$ cat src/rtl/serial_adder.sv
// serial_adder: multi-cycle adder that processes DIGIT bits of two WIDTH-bit
// operands per clock through one DIGIT-wide full-adder slice and a registered
// carry. It uses a start/busy/done handshake and reports carry-out and signed
// overflow of the last completed result.
//
// Optional build macro: SERIAL_ADDER_SUB_EN
//   defined   - sub=1 at start computes a - b (B inverted, carry-in forced 1).
//   undefined - sub is accepted on the port but has no effect; always a+b+Cin.
module serial_adder #(
    parameter int WIDTH = 8,
    parameter int DIGIT = 1
) (
    input  logic             clk,
    input  logic             rst_n,
    input  logic             start,
    input  logic [WIDTH-1:0] a,
    input  logic [WIDTH-1:0] b,
    input  logic             Cin,
    input  logic             sub,
    output logic             busy,
    output logic             done,
    output logic [WIDTH-1:0] s,
    output logic             Cout,
    output logic             ovf
);

    localparam int STEPS = WIDTH / DIGIT;
    localparam int CW    = (STEPS > 1) ? $clog2(STEPS) : 1;
    localparam logic [CW-1:0] LAST_CNT = CW'(STEPS - 1);

    typedef enum logic [1:0] {
        ST_IDLE = 2'd0,
        ST_RUN  = 2'd1,
        ST_DONE = 2'd2
    } state_t;

    state_t           state_r;
    state_t           next_state_s;
    logic             accept_s;
    logic             step_s;
    logic             last_s;

    logic [WIDTH-1:0] a_r;
    logic [WIDTH-1:0] b_r;
    logic             carry_r;
    logic [CW-1:0]    cnt_r;
    logic [WIDTH-1:0] res_r;

    logic             busy_r;
    logic             done_r;
    logic [WIDTH-1:0] s_r;
    logic             cout_r;
    logic             ovf_r;

    logic             eff_sub_s;
    logic [WIDTH-1:0] b_cap_s;
    logic             cin_cap_s;

    logic [DIGIT-1:0] a_lo_s;
    logic [DIGIT-1:0] b_lo_s;
    logic [DIGIT-1:0] slice_sum_s;
    logic             slice_c_s;
    logic             msb_cin_s;
    logic [WIDTH-1:0] res_next_s;

`ifdef SERIAL_ADDER_SUB_EN
    assign eff_sub_s = sub;
`else
    // Port kept for interface stability; the term is constant zero.
    assign eff_sub_s = sub & 1'b0;
`endif

    // Subtraction is a + ~b + 1, so B is inverted and the carry forced high.
    assign b_cap_s   = b ^ {WIDTH{eff_sub_s}};
    assign cin_cap_s = eff_sub_s ? 1'b1 : Cin;

    // One DIGIT-wide full-adder slice fed by the low digits and carry register.
    assign a_lo_s = a_r[DIGIT-1:0];
    assign b_lo_s = b_r[DIGIT-1:0];
    assign {slice_c_s, slice_sum_s} = {1'b0, a_lo_s} + {1'b0, b_lo_s}
                                      + {{DIGIT{1'b0}}, carry_r};

    // Carry into the slice MSB recovered from the sum bit: c = s ^ a ^ b.
    assign msb_cin_s = a_lo_s[DIGIT-1] ^ b_lo_s[DIGIT-1] ^ slice_sum_s[DIGIT-1];

    // New digit enters at the top of the result; after STEPS shifts it is aligned.
    assign res_next_s = (res_r >> DIGIT) | (WIDTH'(slice_sum_s) << (WIDTH - DIGIT));

    // State register.
    always_ff @(posedge clk or negedge rst_n) begin
        if (!rst_n) begin
            state_r <= ST_IDLE;
        end else begin
            state_r <= next_state_s;
        end
    end

    // Next-state decode plus accept/step/last strobes for the datapath.
    always_comb begin
        next_state_s = state_r;
        accept_s     = 1'b0;
        step_s       = 1'b0;
        last_s       = 1'b0;
        case (state_r)
            ST_IDLE: begin
                if (start) begin
                    accept_s     = 1'b1;
                    next_state_s = ST_RUN;
                end else begin
                    next_state_s = ST_IDLE;
                end
            end
            ST_RUN: begin
                step_s = 1'b1;
                if (cnt_r == LAST_CNT) begin
                    last_s       = 1'b1;
                    next_state_s = ST_DONE;
                end else begin
                    next_state_s = ST_RUN;
                end
            end
            ST_DONE: begin
                if (start) begin
                    accept_s     = 1'b1;
                    next_state_s = ST_RUN;
                end else begin
                    next_state_s = ST_IDLE;
                end
            end
            default: begin
                next_state_s = ST_IDLE;
            end
        endcase
    end

    // Operand shift registers, carry, step counter and partial result.
    always_ff @(posedge clk or negedge rst_n) begin
        if (!rst_n) begin
            a_r     <= {WIDTH{1'b0}};
            b_r     <= {WIDTH{1'b0}};
            carry_r <= 1'b0;
            cnt_r   <= {CW{1'b0}};
            res_r   <= {WIDTH{1'b0}};
        end else if (accept_s) begin
            a_r     <= a;
            b_r     <= b_cap_s;
            carry_r <= cin_cap_s;
            cnt_r   <= {CW{1'b0}};
            res_r   <= {WIDTH{1'b0}};
        end else if (step_s) begin
            a_r     <= a_r >> DIGIT;
            b_r     <= b_r >> DIGIT;
            carry_r <= slice_c_s;
            cnt_r   <= last_s ? {CW{1'b0}} : (cnt_r + CW'(1));
            res_r   <= res_next_s;
        end else begin
            a_r     <= a_r;
            b_r     <= b_r;
            carry_r <= carry_r;
            cnt_r   <= cnt_r;
            res_r   <= res_r;
        end
    end

    // Handshake flags: busy spans the RUN cycles, done pulses once after the last step.
    always_ff @(posedge clk or negedge rst_n) begin
        if (!rst_n) begin
            busy_r <= 1'b0;
            done_r <= 1'b0;
        end else begin
            done_r <= last_s;
            if (accept_s) begin
                busy_r <= 1'b1;
            end else if (last_s) begin
                busy_r <= 1'b0;
            end else begin
                busy_r <= busy_r;
            end
        end
    end

    // Result and flags update only on the final RUN edge and hold otherwise.
    always_ff @(posedge clk or negedge rst_n) begin
        if (!rst_n) begin
            s_r    <= {WIDTH{1'b0}};
            cout_r <= 1'b0;
            ovf_r  <= 1'b0;
        end else if (last_s) begin
            s_r    <= res_next_s;
            cout_r <= slice_c_s;
            ovf_r  <= msb_cin_s ^ slice_c_s;
        end else begin
            s_r    <= s_r;
            cout_r <= cout_r;
            ovf_r  <= ovf_r;
        end
    end

    assign busy = busy_r;
    assign done = done_r;
    assign s    = s_r;
    assign Cout = cout_r;
    assign ovf  = ovf_r;

endmodule

$ cat config.mk
export PLATFORM = sky130hd
export DESIGN_NAME = serial_adder
export DESIGN_NICKNAME = d
export VERILOG_FILES = /design/src/rtl/serial_adder.sv
export SDC_FILE = /design/constraint.sdc
export NUM_CORES = 1
export LEC_CHECK = 0
export ABC_AREA = 1
export CAP_MARGIN = 20
export CORE_MARGIN = 2
export CORE_UTILIZATION = 55
export CTS_CLUSTER_DIAMETER = 40
export DETAILED_ROUTE_END_ITERATION = 8
export DONT_BUFFER_PORTS = 1
export PLACE_DENSITY = 0.7
export SYNTH_ARGS = -nofsm -noshare
export SYNTH_HDL_FRONTEND = slang
export SYNTH_SLANG_ARGS = --single-unit
$ cat constraint.sdc
create_clock -name clk -period 2.54 [get_ports clk]
set_clock_uncertainty 0.15 [all_clocks]
set_input_delay 0.254 -clock clk [delete_from_list [all_inputs] [get_ports clk]]
set_output_delay 0.254 -clock clk [all_outputs]
set_load 0.005 [all_outputs]
==> impl_metrics.tcl, run 1 <==
set metrics [dict create \
    cts.sinks 41 \
    coreArea_um2 3340 \
    cpLargestDelayFamily "adder cells" \
    cts-root-buf "clkbuf_4" \
    grt_pass1_wl_um 5750 \
    peakVddDrop_mv 0.624 \
    required_ns 2.63 \
    synth_top_flop_cell "dfrtp_1" \
    synth_top_area_share_pct 53.5 \
    rsz0062_at_grt "no" \
    rows 21 \
    via_per_inst 5.06 \
    crit-reg2reg-launch "a_r[0]" \
    status "completed" \
    yosysMostFrequentCell "nand2_1" \
    drv_slew 0 \
    slowest_delay_ns 0.68 \
    pre_cts_ws_ns 0.767 \
    cts_buffers 5 \
    crit_arrival_ns 1.86 \
    io_buffers 0 \
    power.density_nw_per_um2 1210 \
    final_core_util_pct 64.9 \
    drv_cap 0 \
    syn_to_final_growth_pct 12.9 \
    multiInputGateArea_um2 728 \
    path_cells "inv_1, fa_1, nand2_1, nand2_1, nand2_1, nand3_1, nand2_1" \
    wl_per_cell_um 12.4 \
    r2r_slack_ns 0.76 \
    h-tree-depth 2 \
    power_uw 2630 \
    die_h_um 63.1 \
    grt-ovfl-total 0 \
    cp.depth 7 \
    worst_pin_slew_ns 0.499 \
    hp-class "in2async" \
    r2r_cells 7 \
    crit_fanout 5 \
    place_congestion 0.705 \
    synth.largest_area_cell "dfrtp_1" \
    syn_inst 196 \
    first_iter_violations 87 \
    cts_resized 0 \
    cts_tree "yes" \
    setup_viol 0 \
    seq_area_um2 1030 \
    critPathLaunchType "register" \
    async_flop_share_pct 100 \
    timing.final.crit_period_ns 1.78 \
    drt_pass1_iterations 4 \
    routed_wl_um 3240 \
    drive_gt1_share_pct 21.3 \
    syn-num-nets 220 \
    critPathKind "reg2reg" \
    cpMostUsedCell "nand2_1" \
    insertedDiodeCount 0 \
    grt_pass1_vias 1291 \
    synth.yosys.seq_area_share_pct 53.5 \
    antenna_left 0 \
    endpoint_kind "register" \
    num_vias 1325 \
    io_pins 33 \
    drc 0 \
    fmax_mhz 563 \
    postSynthAreaPerCell_um2 9.79 \
    place_hpwl_um 2110 \
    tns_ns 0 \
    clockBufferDepth 2 \
    initial_core_util_pct 57.5 \
    die-area_um2 3980 \
    grt_use_total_pct 18.5 \
    cp.buffers_inverters 1 \
    hold_viol_final 0 \
    die_x_um 63.1 \
    netlist_area_um2 1920 \
    synthTopCellsByCount "54 x nand2_1, 41 x dfrtp_1, 18 x inv_1" \
    synth_edf_count 0 \
    worst_slack_ns 0.763 \
    critPathSlowestCell "fa_1" \
    ys_ff_latch 41 \
    critPathLaunch "a_r[0]" \
    fill_cells 282 \
    max-slew-margin-rel_pct 66.7 \
    clk_latency_ns 0.33 \
    nets 240 \
    post-route-period-util_pct 70.0 \
    grt_start_max_net_pins 42 \
    yosysWarnings 0 \
    power_leakage_uw 0.00104 \
    path_clk_slew_ns 0.11 \
    ys_types 24 \
    synthTopCellsByArea "dfrtp_1 53%, nand2_1 11%, nand2_2 4.2%" \
    antenna_found_initial 0 \
]
==> cell families (layout without fill, tap and decap cells) <==
kind of cell	count (synthesis)	in the layout	synth area share (%)
buf+inv	30	50	8.54
compound gates	39	39	14.6
simple gates	83	83	21.0
fa+ha+maj	3	3	2.35
flops	41	41	53.5
==> through the flow <==
stage | instances | area (µm²) | hold WS, ns
final | 262 | 2170 | 0.218
after global routing | 262 | 2170 | 0.218
after CTS | 262 | 2170 | 0.213
after detailed placement | 235 | 1900 | -0.191
after global placement | 235 | 1900 | -0.190
after floorplan | 196 | 1920 | -0.192
==> timing repair <==
action                    in CTS  in global routing
hold buffers                  20                  0
setup buffers                  0                  0
hold endpoints to repair      60                  0
==> path summary, 6_finish.rpt <==
| kind | to |
|---|---|
| worst max-delay path | ovf |
| worst min-delay path | res_r[4] |
| worst max register to register | ovf |
| worst min register to register | b_r[3] |
| max in group asynchronous | b_r[6] |
| min in group clk | b_r[3] |
==> metal layers <==
| metal | GRT usage (%) | vias to the layer above | routed length [µm] | share of wire (%) |
|---|---|---|---|---|
| met2 | 29.9 | 36 | 1600 | 49 |
| li1 | - | 658 | - | - |
| met5 | 0 | - | 0 | 0 |
| met1 | 22.8 | 624 | 1430 | 44 |
| met3 | 5.18 | 7 | 145 | 4.5 |
| met4 | 8.89 | 0 | 69 | 2.1 |
==> cells in the final DEF (no fill, tap or decap) <==
master / netlist / final
clkbuf_8: 0 / 1
o211ai_1: 1 / 1
nand2_8: 2 / 2
a21oi_2: 3 / 3
inv_4: 1 / 1
o21ai_1: 5 / 5
o21ai_0: 8 / 8
ha_1: 2 / 2
nand3_1: 3 / 3
inv_2: 4 / 4
o211ai_2: 3 / 3
o22ai_2: 1 / 1
nand2_4: 1 / 1
dfrtp_1: 41 / 41
nor2_1: 8 / 8
nand2_1: 54 / 54
inv_1: 18 / 18
o22ai_1: 6 / 6
a21oi_1: 3 / 3
clkbuf_4: 0 / 5
nand2_2: 13 / 13
nor2_4: 2 / 2
clkbuf_1: 0 / 1
dlygate4sd3_1: 0 / 19
fa_1: 1 / 1
o21ai_2: 9 / 9
buf_12: 0 / 1
==> final cells by class <==
type | count | area share (%)
Clock buffer | 7 | 2.54
Timing Repair Buffer | 20 | 9.71
Tap cell | 46 | 2.66
Inverter | 23 | 4.10
Multi-Input combinational cell | 125 | 33.6
Sequential cell | 41 | 47.4
==> state kept, by name, indices dropped and copies added, names as in the netlist <==
register,flops
state_r,2
busy,1
b_r,8
cnt_r,3
ovf,1
carry_r,1
res_r,7
a_r,8
Cout,1
s,8
done,1
==> power breakdown <==
part / internal [µW] / switching [µW] / leakage, µW
Clock: 131 / 191 / 0.0000314
Sequential: 947 / 171 / 0.000509
Combinational: 450 / 740 / 0.000497
Note: power is estimated with default switching activity, not from simulation.
==> run 2, diff against run 1 <==
- PLACE_DENSITY: 0.7 -> 0.73
- clock period: 2.54 -> 1.6 ns (I/O delays scaled with it)
==> impl_metrics.tcl, run 2 (synthesis gave the netlist of run 1 again) <==
set metrics [dict create \
    status "completed" \
    fin_hold_ws_ns 0.136 \
    setup_viol 0 \
    rows 21 \
    grt_pass1_vias 1354 \
    grt-ovfl-total 0 \
    critPathKind "reg2reg" \
    clk_latency_ns 0.34 \
    place_congestion 0.734 \
    die-area_um2 3980 \
    coreArea_um2 3340 \
    io_pins 33 \
    post_layout_nonfiller_instances 271 \
    final_common_cell "nand2_1" \
    final_cell_mix "54 x nand2_1, 41 x dfrtp_1, 19 x dlygate4sd3_1" \
    crit_fanout 4 \
    crit_arrival_ns 1.67 \
    fmax_mhz 632 \
    required_ns 1.68 \
    cp.buffers_inverters 1 \
    path_clk_slew_ns 0.12 \
    timing.final.crit_period_ns 1.58 \
    path_cells "inv_1, fa_2, nor2_1, nor2_2, nand2_1, nand3_1, nand2_1" \
    hp-class "in2async" \
    h-tree-depth 2 \
    drv_slew 0 \
    place_hpwl_um 2270 \
    antenna_found_initial 0 \
    critPathLaunchType "register" \
    cts_tree "yes" \
    grt_start_max_net_pins 42 \
    slowest_delay_ns 0.61 \
    insertedDiodeCount 0 \
    endpoint_kind "register" \
    routed_wl_um 3690 \
    cts-root-buf "clkbuf_4" \
    cts_buffers 5 \
    wl_per_cell_um 13.6 \
    power.density_nw_per_um2 1980 \
    cpLargestDelayFamily "adder cells" \
    cts.sinks 41 \
    num_vias 1399 \
    via_per_inst 5.16 \
    drc 0 \
    max-slew-margin-rel_pct 81.0 \
    nets 249 \
    die_h_um 63.1 \
    post-route-period-util_pct 98.9 \
    hold_viol_final 0 \
    first_iter_violations 55 \
    drv_cap 0 \
    antenna_left 0 \
    power_leakage_uw 0.00109 \
    critPathSlowestCell "fa_2" \
    drt_pass1_iterations 4 \
    grt_use_total_pct 19.2 \
    rsz0062_at_grt "yes" \
    io_buffers 0 \
    die_x_um 63.1 \
    syn_to_final_growth_pct 18.3 \
    cpMostUsedCell "nand2_1" \
    dp_cells 240 \
    grt_pass1_wl_um 6000 \
    initial_core_util_pct 57.5 \
    clockBufferDepth 2 \
    peakVddDrop_mv 0.878 \
    worst_pin_slew_ns 0.285 \
    drive_gt1_share_pct 26.7 \
]
==> run 2: per-layer routing <==
metal / part of all wire (%) / wire length [µm] / vias to the layer above / GRT usage [%]
li1: - / - / 678 / -
met1: 41 / 1500 / 679 / 23.0
met2: 54 / 1990 / 36 / 34.2
met3: 4.3 / 157 / 6 / 3.57
met4: 1.1 / 41 / 0 / 7.50
met5: 0 / 0 / - / 0
==> run 2: through the flow <==
step           util [%]  power [µW]  instance area [µm²]  setup TNS, ns  setup slack, ns
6_report           68.0        4480                 2270              0           0.0174
5_1_grt            68.0        4890                 2270         -0.143           -0.101
4_1_cts            66.7        4400                 2230              0          0.00643
3_5_place_dp       58.5        3800                 1950              0          0.00437
3_3_place_gp       58.5        3660                 1950              0           0.0519
2_1_floorplan         -        3430                 1920              0           0.0140
==> run 2: repair_timing <==
action	in CTS	in global routing
pin swaps	0	1
gates resized for setup	1	3
setup buffers	1	2
gates cloned	0	1
hold buffers	20	0
endpoints found under the setup margin	1	11
endpoints found under the hold margin	61	0
==> run 2: final timing paths <==
kind | start | to | slack [ns] | cells past startpoint
setup / recovery | carry_r | ovf | 0.02 | 7
hold / removal | rst_n | cnt_r[0] | 0.14 | 2
setup reg to reg | carry_r | ovf | 0.02 | 7
hold reg to reg | b_r[5] | b_r[5] | 0.34 | 2
max in group asynchronous | rst_n | b_r[2] | 0.96 | 2
min in group clk | b[5] | b_r[5] | 0.34 | 3
==> run 2: area by class of cell <==
class,count,area [µm²]
Tap cell,46,57.6
Clock buffer,7,55.1
Fill cell,268,1070
Multi-Input combinational cell,125,733
Inverter,23,88.8
Sequential cell,41,1030
Timing Repair Buffer,29,308
==> run 2: where the power goes <==
| part | total [µW] | switching, µW | leakage [µW] | internal, µW |
|---|---|---|---|---|
| Sequential | 1790 | 286 | 0.000509 | 1500 |
| Combinational | 2180 | 1260 | 0.000553 | 913 |
| Clock | 517 | 309 | 0.0000314 | 208 |
| Total | 4480 | 1860 | 0.00109 | 2630 |
